$ cat config.mk
export PLATFORM = sky130hd
export DESIGN_NAME = servile_rf_serdes
export DESIGN_NICKNAME = d
export VERILOG_FILES = /design/src/rtl/servile_rf_serdes.sv
export SDC_FILE = /design/constraint.sdc
export NUM_CORES = 1
export LEC_CHECK = 0
export BUFFER_PORTS_ARGS = -buffer_cell sky130_fd_sc_hd__clkbuf_2
export CORE_MARGIN = 4
export CORE_UTILIZATION = 47
export DETAILED_ROUTE_END_ITERATION = 10
export HOLD_SLACK_MARGIN = 0.03
export PLACE_DENSITY_LB_ADDON = 0.05
export SYNTH_ARGS = -nofsm -noshare
export SYNTH_HDL_FRONTEND = slang
export SYNTH_SLANG_ARGS = --single-unit
$ cat constraint.sdc
create_clock -name i_clk -period 2.1 [get_ports i_clk]
set_clock_uncertainty 0.05 [all_clocks]
set_input_delay 0.21 -clock i_clk [delete_from_list [all_inputs] [get_ports i_clk]]
set_output_delay 0.21 -clock i_clk [all_outputs]
set_load 0.02 [all_outputs]
$ cat src/rtl/servile_rf_serdes.sv
// Bit-serial RF front end: packs the core's 1-bit write stream into byte writes and
// unpacks byte reads back into a gapless 1-bit read stream (1-cycle SRAM read latency).
module servile_rf_serdes #(
   parameter int unsigned rf_regs  = 32,
   parameter int unsigned rf_depth = $clog2(rf_regs * 4),
   parameter int unsigned rw       = $clog2(rf_regs)
) (
   input  logic                i_clk,
   input  logic                i_rst_n,
   input  logic                i_wen,
   input  logic [rw-1:0]       i_wreg,
   input  logic                i_wdata,
   input  logic                i_rreq,
   input  logic [rw-1:0]       i_rreg,
   output logic                o_rbusy,
   output logic                o_rvalid,
   output logic                o_rdata,
   output logic [rf_depth-1:0] o_waddr,
   output logic [7:0]          o_wdata,
   output logic                o_wen,
   output logic [rf_depth-1:0] o_raddr,
   output logic                o_ren,
   input  logic [7:0]          i_rdata
);

   // ---------------------------------------------------------------- write path
   logic [4:0]          r_wcnt;
   logic [7:0]          r_wshift;
   logic [rw-1:0]       r_wreg;
   logic                r_wen;
   logic [rf_depth-1:0] r_waddr;
   logic [7:0]          r_wdata;
   logic [7:0]          w_wbyte;
   logic                w_wbyte_done;

   assign w_wbyte      = {i_wdata, r_wshift[7:1]};
   assign w_wbyte_done = i_wen && (r_wcnt[2:0] == 3'd7);

   always_ff @(posedge i_clk or negedge i_rst_n) begin
      if (!i_rst_n) begin
         r_wcnt   <= '0;
         r_wshift <= '0;
         r_wreg   <= '0;
         r_wen    <= 1'b0;
         r_waddr  <= '0;
         r_wdata  <= '0;
      end else begin
         r_wen <= w_wbyte_done;
         if (w_wbyte_done) begin
            r_waddr <= {r_wreg, r_wcnt[4:3]};
            r_wdata <= w_wbyte;
         end
         if (i_wen) begin
            r_wshift <= w_wbyte;
            r_wcnt   <= r_wcnt + 5'd1;
            if (r_wcnt == 5'd0) r_wreg <= i_wreg;
         end else begin
            // Dropping i_wen mid-register discards any partial byte.
            r_wcnt <= '0;
         end
      end
   end

   assign o_wen   = r_wen;
   assign o_waddr = r_waddr;
   assign o_wdata = r_wdata;

   // ----------------------------------------------------------------- read path
   // StAddr issues the first byte read; StFetch waits for its data to return.
   typedef enum logic [1:0] {StIdle, StAddr, StFetch, StStream} rd_state_e;

   rd_state_e     r_state, w_state_nxt;
   logic [rw-1:0] r_rreg;
   logic [4:0]    r_rcnt;
   logic [7:0]    r_rshift;
   logic          w_prefetch;
   logic          w_reload;

   assign w_prefetch = (r_state == StStream) && (r_rcnt[2:0] == 3'd6) && (r_rcnt[4:3] != 2'd3);
   assign w_reload   = (r_rcnt[2:0] == 3'd7) && (r_rcnt[4:3] != 2'd3);

   always_comb begin
      w_state_nxt = r_state;
      o_rbusy     = 1'b1;
      o_rvalid    = 1'b0;
      o_rdata     = 1'b0;
      o_ren       = 1'b0;
      o_raddr     = '0;
      unique case (r_state)
         StIdle: begin
            o_rbusy = 1'b0;
            if (i_rreq) w_state_nxt = StAddr;
         end
         StAddr: begin
            o_ren       = 1'b1;
            o_raddr     = {r_rreg, 2'b00};
            w_state_nxt = StFetch;
         end
         StFetch: w_state_nxt = StStream;
         StStream: begin
            o_rvalid = 1'b1;
            o_rdata  = r_rshift[0];
            if (w_prefetch) begin
               o_ren   = 1'b1;
               o_raddr = {r_rreg, 2'(r_rcnt[4:3] + 2'd1)};
            end
            if (r_rcnt == 5'd31) w_state_nxt = StIdle;
         end
         default: w_state_nxt = StIdle;
      endcase
   end

   always_ff @(posedge i_clk or negedge i_rst_n) begin
      if (!i_rst_n) begin
         r_state  <= StIdle;
         r_rreg   <= '0;
         r_rcnt   <= '0;
         r_rshift <= '0;
      end else begin
         r_state <= w_state_nxt;
         case (r_state)
            StIdle: if (i_rreq) r_rreg <= i_rreg;
            StFetch: begin
               r_rshift <= i_rdata;
               r_rcnt   <= '0;
            end
            StStream: begin
               r_rcnt <= r_rcnt + 5'd1;
               // Prefetched byte lands exactly as the current byte's last bit leaves.
               if (w_reload) r_rshift <= i_rdata;
               else          r_rshift <= {1'b0, r_rshift[7:1]};
            end
            default: ;
         endcase
      end
   end

endmodule

# After elaboration in Yosys (flattened, before gate mapping)
# Index checks and enable logic that the tools add are counted.
[word_totals]
in_bits = 23
regBits = 54
out_inout_bits = 27
word_cells = 47
[classes]
addsub = 3
reduce_logical = 10
n_mux = 14
eq_ne = 10
[op_table]
columns = ["cell", "count"]
rows = [
  ["8-bit one-hot mux with 2 select lines", 1],
  ["7-bit one-hot mux with 2 select lines", 1],
  ["5-bit by 1-bit adder with 5-bit output, second input constant", 2],
  ["5-bit one-hot mux with 2 select lines", 1],
  ["3-bit equality test, second input constant", 3],
  ["8-bit two-way mux", 1],
  ["2-bit one-hot mux with 4 select lines", 1],
  ["7-bit two-way mux", 1],
  ["2-bit AND reduction", 3],
  ["5-bit equality test, second input constant", 1],
  ["5-bit logical NOT", 1],
  ["5-bit two-way mux", 1],
  ["2-bit equality test, second input constant", 2],
  ["1-bit logical AND", 4],
  ["1-bit two-way mux", 4],
  ["2-bit two-way mux", 2],
  ["2-bit != test, second input constant", 2],
  ["2-bit by 1-bit adder with 2-bit output, second input constant", 1],
  ["2-bit by 1-bit equality test with 1-bit output, second input constant", 1],
  ["2-bit logical NOT", 1],
  ["2-bit by 1-bit != test with 1-bit output, second input constant", 1],
  ["1-bit one-hot mux with 2 select lines", 1],
  ["2-bit nonzero test", 1],
]

# Logic depth before layout (Yosys ltp)
[depth]
depth_word = 5
mapped_depth = 6

# Worst setup path before layout
# No wires, ideal clock.
[synth_timing]
path_kind = "flip-flop to flip-flop"
from = "register r_wcnt[0]"
to = "register r_waddr[0] (netlist: o_waddr[0])"
slack_ns = 0.405
path_stages_with_launch = 6
n_path_buf = 1
period_less_slack_ns = 1.695
setup_time_ns = 0.125
arrival_time_ns = 1.520
cell_sequence = "dfrtp_1 -> ha_1 -> ha_1 -> nand2_1 -> buf_2 -> mux2_2"
[synth_via]
elab_chain_len = 2
[synth_lines]
columns = ["item", "line_no", "text"]
rows = [
  ["start, declared", "27", "logic [4:0] r_wcnt;"],
  ["start signal, assigned", "55", "r_wcnt <= r_wcnt + 5'd1;"],
  ["3-bit equality test", "37", "assign w_wbyte_done = i_wen && (r_wcnt[2:0] == 3'd7);"],
  ["1-bit logical AND", "37", ""],
  ["end signal, assigned", "50", "r_waddr <= {r_wreg, r_wcnt[4:3]};"],
  ["end, declared", "31", "logic [rf_depth-1:0] r_waddr;"],
]
# Every way passes these cells.
# A chain may end at the register's enable or synchronous reset.

# Worst setup path after layout
[layout_timing]
from = "register r_rcnt[3]"
to = "output o_raddr[3]"
[layout_via]
elab_chain_len = 4
[layout_lines]
columns = ["item", "line_no", "text"]
rows = [
  ["start, declared", "74", "logic [4:0] r_rcnt;"],
  ["start signal, assigned", "128", "r_rcnt <= r_rcnt + 5'd1;"],
  ["2-bit != test", "79", "assign w_prefetch = (r_state == StStream) && (r_rcnt[2:0] == 3'd6) && (r_rcnt[4:3] != 2'd3);"],
  ["1-bit logical AND", "79", ""],
  ["7-bit two-way mux", "103", "if (w_prefetch) begin"],
  ["7-bit one-hot mux with 2 select lines", "89", "unique case (r_state)"],
  ["end, declared", "21", "output logic [rf_depth-1:0] o_raddr,"],
]
# Every way passes these cells.

==> results.md <==
- Status: completed
- Final layout net count: 264
- Rows: 25
- Average wire per standard cell: 13.95 um
- Critical Path Max Stage Delay: 440 ps
- Reg2reg end: r_state[1]$_DFFE_PN0P_
- Post-DP HPWL: 3.041 mm
- Max-cap violations: 0
- GPL Wtd Cong: 0.8519
- Worst reg-to-reg setup slack: 330 ps
- Yosys Warn Count: 0
- HP Start: i_wreg[4]
- Iteration-0 DRC Markers: 36
- Leakage: ~1.5 nW
- Worst Setup End Kind: output pin
- Pin count of the biggest net entering global routing: 54
- Register Area: 0.001326 sq mm
- Cells after synthesis: 170
- Total global routing overflow: 0
- DRC: 0
- Die area: around 0.0061 sq mm
- Net Count, Synth: 206
- Setup bufs post-CTS: 0
- Seq/Total Area, Yosys: 0.5739
- RSZ-0062 raised after global routing: no
- Initial Utilization: 0.4861
- Min cycle time layout: ~1900 ps
- R2r worst-path depth: 5
- Die Ht: just under 80 um
- Vias: 1468
- Clk sinks: 53
- I/O pin cnt: 50
- Setup CP Type: reg2out
- Global-route wire length before repair: 7.100 mm
- CP Launch Type: flip-flop
- Top_reg_cell synth: dfrtp_1
- Hold endpoint: r_wreg[4]$_DFFE_PN0P_
- Vias in the first global route: 1506
- Cell variety after synth: 26
- Worst path cell trace: ha_1 -> and4b_1 -> nor2_2 -> nor2b_1 -> clkbuf_2
- Core area: 0.004755 sq mm
- Async SR Flop Fraction: 1.000
- Root buffer cell: clkbuf_8
- Fmax: 516.6 MHz
- Area of the multi-input gates: 935.9 sq um
- PD cells: 1117 mW/mm^2
- Worst Hold Depth: 2
- Die X: between 70 and 80 um
- P&R area growth vs syn: 19.38%
- CP Max Fanout: 6
- Slew headroom: 0.5642
- Avg Inst Size Synth: 13.59 sq um
- Worst-Skew Late Latency: 300 ps
- Share of layout cells above drive strength 1: 0.4192
- Clock buffer depth: 2
- CTS tree: built
- Fin. max-slew vios: 0
- Num CTS Buffers: 5
- Core Util, Final: 0.5803
- Hold/Removal Path Class: in2reg
- Final WL: 4.129 mm
- # fillers: 404
- Total track usage: 0.1466
- H-tree levels: 2
- Detail Route Antenna Nets: 0
- FF+latch count, synth: 53
- Worst-path clk slew: 100 ps
- # port buffers: 49
- Reg-to-Reg Start: r_rcnt[0]$_DFFE_PN0P_
- Final Hold Viols: 0
- Setup TNS: 0 ps
- Initial antenna violation count: 0
- Fin crit share: 0.9218
- Worst Path Required: about 1800 ps
- Diode count: 0
- EDFF count, synth: 0
- Vias/cell: 4.959
- Worst-Margin Slew: 653.7 ps
- DR pass1 iterations: 4
- Slowest CP cell: dfrtp_1
- Worst vdd ir: 0.5968 mV
- Final setup violation count: 0
- Arr. time, crit path: 1680 ps
- Post-Syn Area: between 0.002 and 0.0025 sq mm
what timing repair did:
action,4_1_cts,5_1_grt
endpoints found under the hold margin,53,0
hold buffers,1,0
setup endpoints to repair,0,6
gates resized for setup,0,1
worst max-delay path by stage:
| stage | from | endpoint | slack (ps) | cells after the start |
|---|---|---|---|---|
| 5_1_grt | r_rcnt[3]$_DFFE_PN0P_ | o_raddr[3] | 40 | 5 |
| 3_3_place_gp | r_wcnt[0]$_DFF_PN0_ | r_wreg[0]$_DFFE_PN0P_ | 340 | 5 |
| 6_report | r_rcnt[3]$_DFFE_PN0P_ | o_raddr[3] | 160 | 5 |
| 2_1_floorplan | r_wcnt[0]$_DFF_PN0_ | o_waddr[0]$_DFFE_PN0P_ | 410 | 5 |
| 4_1_cts | r_rcnt[0]$_DFFE_PN0P_ | o_raddr[2] | 40 | 6 |
| 3_5_place_dp | r_wcnt[0]$_DFF_PN0_ | r_wreg[4]$_DFFE_PN0P_ | 330 | 5 |
per-layer routing:
layer	vias to the layer above	wire length [um]	global-route usage
li1	706	-	-
met1	718	1985	0.2039
met2	42	1847	0.2192
met3	2	271	0.04931
met4	0	25	0.04196
met5	-	0	0
state kept, by name, summed over array words and instances (netlist names):
signal    flops
r_rreg        5
r_wshift      7
r_wcnt        5
r_rcnt        5
r_state       2
o_wdata       8
r_rshift      8
o_waddr       7
o_wen         1
r_wreg        5
layout by cell type, fill, tap and decap left out, types with 3 or more instances in the layout:
cell      netlist  routed
clkbuf_2        0      49
mux2_4          5       5
nand3_1         3       3
mux2_2         28      28
dfrtp_1        53      53
ha_1           13      13
nand2_1         7       7
buf_4           0       5
clkbuf_8        0       5
and3_1          8       8
and2_1          6       6
a221o_1         7       7
nor2b_1         7       7
o22ai_1         3       3
inv_1           9       9
where the power goes:
group          total (mW)  switching [mW]  internal (mW)
Sequential           1.44           0.157           1.28
Clock               0.564           0.326          0.238
Combinational        1.08           0.563          0.514
through the flow:
stage / cells / setup WS, ps / total power, mW / area, sq um / hold slack (ps)
final: 296 / 164.2 / 3.081 / 2759 / 85.34
after global routing: 296 / 37.49 / 3.297 / 2759 / 73.28
after CTS: 296 / 42.58 / 3.114 / 2756 / 79.36
after detailed placement: 287 / 332.5 / 2.541 / 2660 / 326.5
after floorplan: 170 / 405.3 / 2.195 / 2311 / -135.6
after global placement: 287 / 342.8 / 2.486 / 2660 / 310.7
Yosys cell counts (2+ instances only):
cell      instances  area share
o21ai_0           2      0.0043
buf_2             2      0.0043
nand2_1           7       0.011
nand3_1           3      0.0065
mux2i_1           2      0.0087
xnor2_1           2      0.0076
dfrtp_1          53        0.57
clkbuf_1          2      0.0032
nor2b_1           7       0.019
and3_1            8       0.022
inv_1             9       0.015
a21oi_1           2      0.0043
mux2_4            5       0.032
o22ai_1           3      0.0081
mux2_2           28        0.14
ha_1             13       0.070
and2_1            6       0.016
nor2_1            2      0.0032
a221o_1           7       0.030
critical path, delay by kind of cell, from the launching register on:
kind | cells | cell delay [ps]
and+or+nand+nor | 3 | 540
buffers and inverters | 1 | 180
DFF | 1 | 440
adders and majority gates | 1 | 220
layout make-up:
type / count / area share
multi-input cells: 104 / 0.3392
inverters: 9 / 0.01224
well taps: 67 / 0.03039
repair buffers: 55 / 0.1061
clock inverters: 2 / 0.004989
flip-flops and latches: 53 / 0.4807
clock buffers: 6 / 0.02630
cell families (layout without fill, tap and decap cells):
group / after synthesis / in the layout / share of synthesized area
multiplexers: 35 / 35 / 0.1776
buffers and inverters: 13 / 72 / 0.02220
AND/OR/NAND/NOR: 38 / 38 / 0.09368
AO/OA/AOI/OAI: 15 / 15 / 0.05090
adder cells (fa/ha/maj): 13 / 13 / 0.07039
flip-flops: 53 / 53 / 0.5739
XOR/XNOR: 3 / 3 / 0.01137
(Power assumes the default switching activity.)
